### src/rtl/nios2_oci_dct_packer_if.sv
// Output word bus from the trace packer to the OCI trace sink.
// The packer drives the word, count and valid. The sink drives ready.
interface nios2_oci_dct_packer_if #(
    parameter int ATOM_W = 2,
    parameter int SLOTS  = 15,
    parameter int CNT_W  = 4
);
    logic [ATOM_W*SLOTS-1:0] dct_buffer;
    logic [CNT_W-1:0]        dct_count;
    logic                    dct_valid;
    logic                    dct_ready;

    modport master (output dct_buffer, output dct_count, output dct_valid, input dct_ready);
    modport slave  (input dct_buffer, input dct_count, input dct_valid, output dct_ready);
endinterface

### src/rtl/nios2_oci_dct_packer.sv
// Nios II OCI trace packer.
// Collects 2-bit trace atoms into 15-slot words and hands each word to the
// trace sink over valid/ready. It also sequences the end-of-test handshake
// (drain, final word, ended).
module nios2_oci_dct_packer #(
    parameter int ATOM_W = 2,
    parameter int SLOTS  = 15,
    parameter int CNT_W  = 4
) (
    input  logic                  clk,
    input  logic                  reset,
    input  logic                  atom_valid,
    input  logic [ATOM_W-1:0]     atom,
    input  logic                  flush,
    input  logic                  end_req,
    nios2_oci_dct_packer_if.master dct,
    output logic                  overflow,
    output logic                  test_ending,
    output logic                  test_has_ended
);
    localparam int               BUF_W = ATOM_W * SLOTS;
    localparam logic [CNT_W-1:0] FULL  = CNT_W'(SLOTS);

    typedef enum logic [1:0] {RUN, DRAIN, LAST, ENDED} state_t;

    state_t             state_q, state_d;
    logic [BUF_W-1:0]   acc_q, acc_d;
    logic [CNT_W-1:0]   fill_q, fill_d;
    logic [BUF_W-1:0]   dct_buffer_q, dct_buffer_d;
    logic [CNT_W-1:0]   dct_count_q, dct_count_d;
    logic               dct_valid_q, dct_valid_d;
    logic               flush_pend_q, flush_pend_d;
    logic               overflow_q, overflow_d;
    logic               test_ending_q, test_ending_d;
    logic               test_has_ended_q, test_has_ended_d;

    logic               in_run, in_drain, out_free, hs, full, take, flush_eff, xfer;
    logic [BUF_W-1:0]   m_acc;
    logic [CNT_W-1:0]   m_fill;

    // Merge the incoming atom, decide on a transfer, and compute the next FSM state.
    always_comb begin
        in_run    = (state_q == RUN);
        in_drain  = (state_q == DRAIN);
        out_free  = !dct_valid_q || dct.dct_ready;
        hs        = dct_valid_q && dct.dct_ready;
        full      = (fill_q == FULL);
        take      = in_run && atom_valid && !full;

        // Merged word: the accumulator plus the atom accepted this cycle.
        m_acc  = acc_q;
        m_fill = fill_q;
        if (take) begin
            for (int i = 0; i < SLOTS; i++) begin
                if (fill_q == CNT_W'(i)) m_acc[i*ATOM_W +: ATOM_W] = atom;
            end
            m_fill = fill_q + CNT_W'(1);
        end

        // In DRAIN the flush is forced so a partial word always gets out.
        flush_eff = (in_run && (flush || flush_pend_q)) || in_drain;
        xfer      = (in_run || in_drain) && out_free &&
                    ((m_fill == FULL) || (flush_eff && (m_fill != '0)));

        acc_d        = m_acc;
        fill_d       = m_fill;
        flush_pend_d = flush_pend_q || (in_run && flush);
        // Drops happen only while a full accumulator waits behind a stalled output.
        overflow_d   = overflow_q || (in_run && atom_valid && full && !out_free);

        if (xfer) begin
            acc_d        = '0;
            fill_d       = '0;
            flush_pend_d = 1'b0;
            // When a full accumulator drains, the atom from the same cycle starts the next word.
            if (in_run && atom_valid && full) begin
                acc_d[ATOM_W-1:0] = atom;
                fill_d            = CNT_W'(1);
            end
        end

        dct_buffer_d = dct_buffer_q;
        dct_count_d  = dct_count_q;
        dct_valid_d  = dct_valid_q && !hs;
        if (xfer) begin
            dct_buffer_d = m_acc;
            dct_count_d  = m_fill;
            dct_valid_d  = 1'b1;
        end

        state_d = state_q;
        case (state_q)
            RUN:   if (end_req) state_d = DRAIN;
            DRAIN: begin
                if (fill_q != '0) begin
                    if (xfer) state_d = LAST;
                end else if (dct_valid_q && !hs) begin
                    // The word already waiting becomes the final one.
                    state_d = LAST;
                end else begin
                    // Nothing is left, or the last word is being taken right now.
                    state_d = ENDED;
                end
            end
            LAST:  if (hs) state_d = ENDED;
            default: ;
        endcase

        test_ending_d    = (state_d == LAST);
        test_has_ended_d = (state_d == ENDED);
    end

    // State registers, with a synchronous reset that throws away all pending work.
    always_ff @(posedge clk) begin
        if (reset) begin
            state_q          <= RUN;
            acc_q            <= '0;
            fill_q           <= '0;
            dct_buffer_q     <= '0;
            dct_count_q      <= '0;
            dct_valid_q      <= 1'b0;
            flush_pend_q     <= 1'b0;
            overflow_q       <= 1'b0;
            test_ending_q    <= 1'b0;
            test_has_ended_q <= 1'b0;
        end else begin
            state_q          <= state_d;
            acc_q            <= acc_d;
            fill_q           <= fill_d;
            dct_buffer_q     <= dct_buffer_d;
            dct_count_q      <= dct_count_d;
            dct_valid_q      <= dct_valid_d;
            flush_pend_q     <= flush_pend_d;
            overflow_q       <= overflow_d;
            test_ending_q    <= test_ending_d;
            test_has_ended_q <= test_has_ended_d;
        end
    end

    assign dct.dct_buffer = dct_buffer_q;
    assign dct.dct_count  = dct_count_q;
    assign dct.dct_valid  = dct_valid_q;
    assign overflow       = overflow_q;
    assign test_ending    = test_ending_q;
    assign test_has_ended = test_has_ended_q;
endmodule

### src/flat_wrapper.sv
// flat-port wrapper written by rule: the top's interface ports become plain ports
module nios2_oci_dct_packer_flat 
#(
    parameter int ATOM_W = 2,
    parameter int SLOTS  = 15,
    parameter int CNT_W  = 4
)
  (clk, reset, atom_valid, atom, flush, end_req, overflow, test_ending, test_has_ended, dct_dct_buffer, dct_dct_count, dct_dct_valid, dct_dct_ready);
  nios2_oci_dct_packer_if #(.ATOM_W(ATOM_W), .SLOTS(SLOTS), .CNT_W(CNT_W)) dct_i ();
  input  logic clk;
  input  logic reset;
  input  logic atom_valid;
  input  logic [ATOM_W-1:0] atom;
  input  logic flush;
  input  logic end_req;
  output logic overflow;
  output logic test_ending;
  output logic test_has_ended;
  output wire logic [$bits(dct_i.dct_buffer)-1:0] dct_dct_buffer;
  output wire logic [$bits(dct_i.dct_count)-1:0] dct_dct_count;
  output wire logic [$bits(dct_i.dct_valid)-1:0] dct_dct_valid;
  input wire logic [$bits(dct_i.dct_ready)-1:0] dct_dct_ready;
  assign dct_dct_buffer = dct_i.dct_buffer;
  assign dct_dct_count = dct_i.dct_count;
  assign dct_dct_valid = dct_i.dct_valid;
  assign dct_i.dct_ready = dct_dct_ready;
  nios2_oci_dct_packer #(.ATOM_W(ATOM_W), .SLOTS(SLOTS), .CNT_W(CNT_W)) u_core (.clk(clk), .reset(reset), .atom_valid(atom_valid), .atom(atom), .flush(flush), .end_req(end_req), .dct(dct_i), .overflow(overflow), .test_ending(test_ending), .test_has_ended(test_has_ended));
endmodule
### config.mk
export PLATFORM = sky130hd
export DESIGN_NAME = nios2_oci_dct_packer_flat
export DESIGN_NICKNAME = d
export VERILOG_FILES = /design/src/rtl/nios2_oci_dct_packer_if.sv /design/src/rtl/nios2_oci_dct_packer.sv /design/src/flat_wrapper.sv
export SDC_FILE = /design/constraint.sdc
export NUM_CORES = 1
export LEC_CHECK = 0
export ABC_AREA = 1
export CAP_MARGIN = 20
export CORE_MARGIN = 5
export CORE_UTILIZATION = 50
export DETAILED_ROUTE_END_ITERATION = 8
export GPL_ROUTABILITY_DRIVEN = 1
export GPL_TIMING_DRIVEN = 0
export PLACE_DENSITY = 0.77
export RECOVER_POWER = 100
export SLEW_MARGIN = 20
export SYNTH_ARGS = -nofsm -noshare
export SYNTH_HDL_FRONTEND = slang
export SYNTH_SLANG_ARGS = --single-unit
### constraint.sdc
create_clock -name clk -period 3.2 [get_ports clk]
set_input_delay 0.64 -clock clk [delete_from_list [all_inputs] [get_ports clk]]
set_output_delay 0.64 -clock clk [all_outputs]
set_load 0.1 [all_outputs]
==> results by group <==
Status
  – Status: finished, final reports clean

Power and ir drop
  – Pwr dens: 593.5 nW/um^2
  – Sw Share: 36.19%
  – Combinational power share: 27.6%
  – Reg power frac: 45.6%
  – Max VDD drop: 279.6 uV
  – Switch Pwr: 794.6 uW
  – Pint: 1.401 mW
  – LEAKAGE: 1.459 nW
  – Clock power share: 26.9%
  – Total power: 2.196 mW

Timing
  – RSZ-0062 raised after global routing: no
  – Fin Hold WS: 0.4713 ns
  – Worst setup margin: 0.5884 ns
  – Slew Viols, Final: 0
  – Worst-Margin Slew: 0.9850 ns
  – Achievable Freq: 382.9 MHz
  – Final Hold Fails: 0
  – Slew HR: 34.12%
  – Min Tclk post-route: 2.612 ns
  – Final setup viols: 0
  – Skew final: 0.009133 ns
  – Final Cycle Share: 81.61%
  – Setup Total Neg Slack: 0 ns

Hold path
  – HP Start: u_core.overflow$_SDFF_PP0_
  – Worst min path class: reg -> reg
  – Hold Path Depth: 2
  – Hold EP: u_core.overflow$_SDFF_PP0_

Floorplan
  – Die H: 88.56 microns
  – Row cnt: 28
  – DIE AREA: 7842 sq um
  – Starting Density: 51.81%
  – Die W: 88.56 microns
  – Area of the core: 5956 sq um
  – I/O pin total: 46

Synth
  – #FFs+latches synth: 75
  – Register area share after synthesis: 48.66%
  – Ys flop type: dfxtp_1
  – EDFF count, synth: 0
  – Ys Warns: 0
  – Mapped cell area: 3085 sq um
  – Synth async-reset ratio: 0%
  – Synth cell types: 30
  – Synth Area per Inst: 7.973 sq um
  – Mapped Nets: 399
  – Cell count after synthesis: 387

Place
  – Routability congestion estimate: 0.8861
  – DP Cell Count: 507
  – Post-DP Area: 3630 sq um
  – Setup slack after placement: 0.6080 ns
  – PortBufs: 45
  – Dpl hpwl: 4784 microns

Global routing
  – Aggregate global routing overflow: 0
  – Vias in the first global route: 2429
  – Initial antenna violation count: 0
  – Largest net degree at the start of global routing: 12
  – First-pass GRT wire length: 11120 microns
  – GRT Overall Usage: 18.38%

Finish
  – Share of cells above drive strength 1: 7.848%
  – FF+latch area: 1501 sq um
  – Design Area, Final: 3700 sq um
  – Area taken by multi-input logic gates: 1216 sq um
  – Layout Utilization: 62.12%
  – Nets: 455
  – N_diodes: 0
  – Final Non-Filler Cells: 521
  – Synth-to-layout area growth: 19.91%
  – Filler cells: 570

Critical path
  – Cells on worst reg2reg path: 11
  – Setup CP Type: in -> reg
  – CP Cell Sequence: dlygate4sd3_1 -> nand3_1 -> nand2_1 -> nand2_1 -> nor2_1 -> a21oi_4 -> nand2_4 -> clkbuf_1 -> nand3_1 -> o21ai_0
  – CP required: 3.47 ns
  – Startpoint Class: input port
  – Reg2reg end: u_core.acc_q[5]$_SDFF_PP0_
  – Max incr delay on CP: 0.64 ns
  – Cell with the largest stage delay on the worst path: dlygate4sd3_1
  – CP max FO: 10
  – Worst path depth: 10
  – Worst setup EP type: register
  – Delay-heaviest family, CP: buffers and inverters
  – Flop2flop setup slack: 0.74 ns
  – CP arrival: 2.88 ns
  – Buffers & Inverters on Critical Path: 2
  – RR Startpoint: u_core.fill_q[1]$_SDFF_PP0_

Drt
  – ANT nets after route: 0
  – WL/cell: 12.62 microns
  – Pre-antenna DRT Iters: 4
  – Final wirelength: 6577 microns
  – Via density: 4.992
  – DRT iter0 DRCs: 144
  – DRC Markers: 0
  – Detailed-route via count: 2601

Clocking
  – Clock slew at reported path FFs: 0.07 ns
  – Setup Fix Bufs, Post-CTS: 0
  – Clk_lat worst skew: 0.34 ns
  – CTS tree: done
  – PostCTS Resize Cnt: 0
  – Number of H-tree levels: 3
  – Clk buf depth: 2
  – Post-CTS Hold Buffers: 0
  – Number of CTS-inserted buffers: 9
  – Sink Count: 75
  – Clock Tree Root: clkbuf_8

Flow run
  – Max cap viols: 0
## final cells by class
| type | instances | area share, % |
|---|---|---|
| buffer | 15 | 2.638 |
| clock buffer | 11 | 3.551 |
| clock inverter | 3 | 0.4735 |
| inverter | 51 | 5.174 |
| multi-input combinational | 246 | 32.87 |
| sequential | 75 | 40.58 |
| tap | 75 | 2.536 |
| timing repair buffer | 45 | 12.17 |
## cells in the mapped netlist (2+ instances only)
library cell	n	area share (%)
dfxtp_1	75	49
o21ai_1	19	3.1
buf_1	3	0.36
buf_2	2	0.32
o22ai_1	2	0.41
a21oi_1	10	1.6
nor3_1	2	0.32
o21ai_0	33	5.4
buf_6	7	2.6
nand2_4	3	1.1
nand2_1	54	6.6
nand4_1	4	0.81
nor2_1	48	5.8
clkbuf_1	2	0.24
nand3_4	2	1.1
inv_1	50	6.1
o21ai_2	10	2.8
nand3_1	37	6.0
nor2_2	4	0.81
nand2_2	7	1.4
ha_1	4	1.6
## sequential cells by signal, indices dropped and copies added (netlist names), 4 cells and up, named ones only
name                   cells
u_core.acc_q              30
u_core.fill_q              4
u_core.dct.dct_buffer     30
u_core.dct.dct_count       4
## worst max-delay path by stage
stage	to	slack, ns	startpoint
after global placement	u_core.dct.dct_buffer[6]$_SDFFE_PP0P_	0.63	atom_valid
after CTS	dct_dct_buffer[26]	0.69	u_core.dct.dct_buffer[26]$_SDFFE_PP0P_
final	u_core.dct.dct_buffer[10]$_SDFFE_PP0P_	0.59	atom_valid
after detailed placement	u_core.dct.dct_buffer[6]$_SDFFE_PP0P_	0.61	atom_valid
after floorplan	u_core.dct.dct_buffer[6]$_SDFFE_PP0P_	1.28	u_core.dct.dct_valid$_SDFF_PP0_
after global routing	u_core.dct.dct_buffer[23]$_SDFFE_PP0P_	0.38	atom_valid
## worst min-delay path: stages (launching register included)
cell and delay [ns]:
dfxtp_1 0.33, a21oi_1 0.04, nor2_1 0.07
## metal layers
| layer | vias up | global-route usage, % | share of wire [%] |
|---|---|---|---|
| li1 | 1353 | - | - |
| met1 | 1188 | 23.91 | 46 |
| met2 | 53 | 29.91 | 47 |
| met3 | 7 | 4.004 | 4.9 |
| met4 | 0 | 7.005 | 1.4 |
| met5 | - | 0 | 0 |
## cell usage in the layout (no fill, tap or decap), types with 2 or more instances in the layout
| cell | n |
|---|---|
| dlygate4sd3_1 | 39 |
| ha_1 | 4 |
| inv_1 | 50 |
| nor3_1 | 2 |
| nand4_1 | 4 |
| buf_6 | 5 |
| nand2_1 | 57 |
| nand2_2 | 5 |
| o21ai_0 | 58 |
| clkdlybuf4s50_1 | 6 |
| o21ai_1 | 3 |
| nand2_4 | 2 |
| nor2_1 | 49 |
| nor2_2 | 3 |
| clkbuf_1 | 8 |
| o22ai_1 | 2 |
| clkinv_2 | 2 |
| buf_1 | 3 |
| clkbuf_8 | 9 |
| nand3_1 | 38 |
| dfxtp_1 | 75 |
| a21oi_1 | 10 |
## cells by family after synthesis
kind of cell	share of synthesized area [%]
buffers and inverters	9.935
DFF	48.66
AOI/OAI and AO/OA	14.60
and+or+nand+nor	24.90
xor gates and xnor gates	0.2839
adders and majority gates	1.622
## power groups by stage
| stage | registers [mW] | logic, mW | clock network, mW |
|---|---|---|---|
| after detailed placement | 1.02 | 0.669 | 0 |
| after global routing | 1.01 | 0.658 | 0.650 |
| after floorplan | 1.15 | 0.394 | 0 |
| after global placement | 1.02 | 0.661 | 0 |
| after CTS | 1.00 | 0.672 | 0.603 |
| final | 1.00 | 0.606 | 0.590 |
Note: power is estimated with default switching activity, not from simulation.
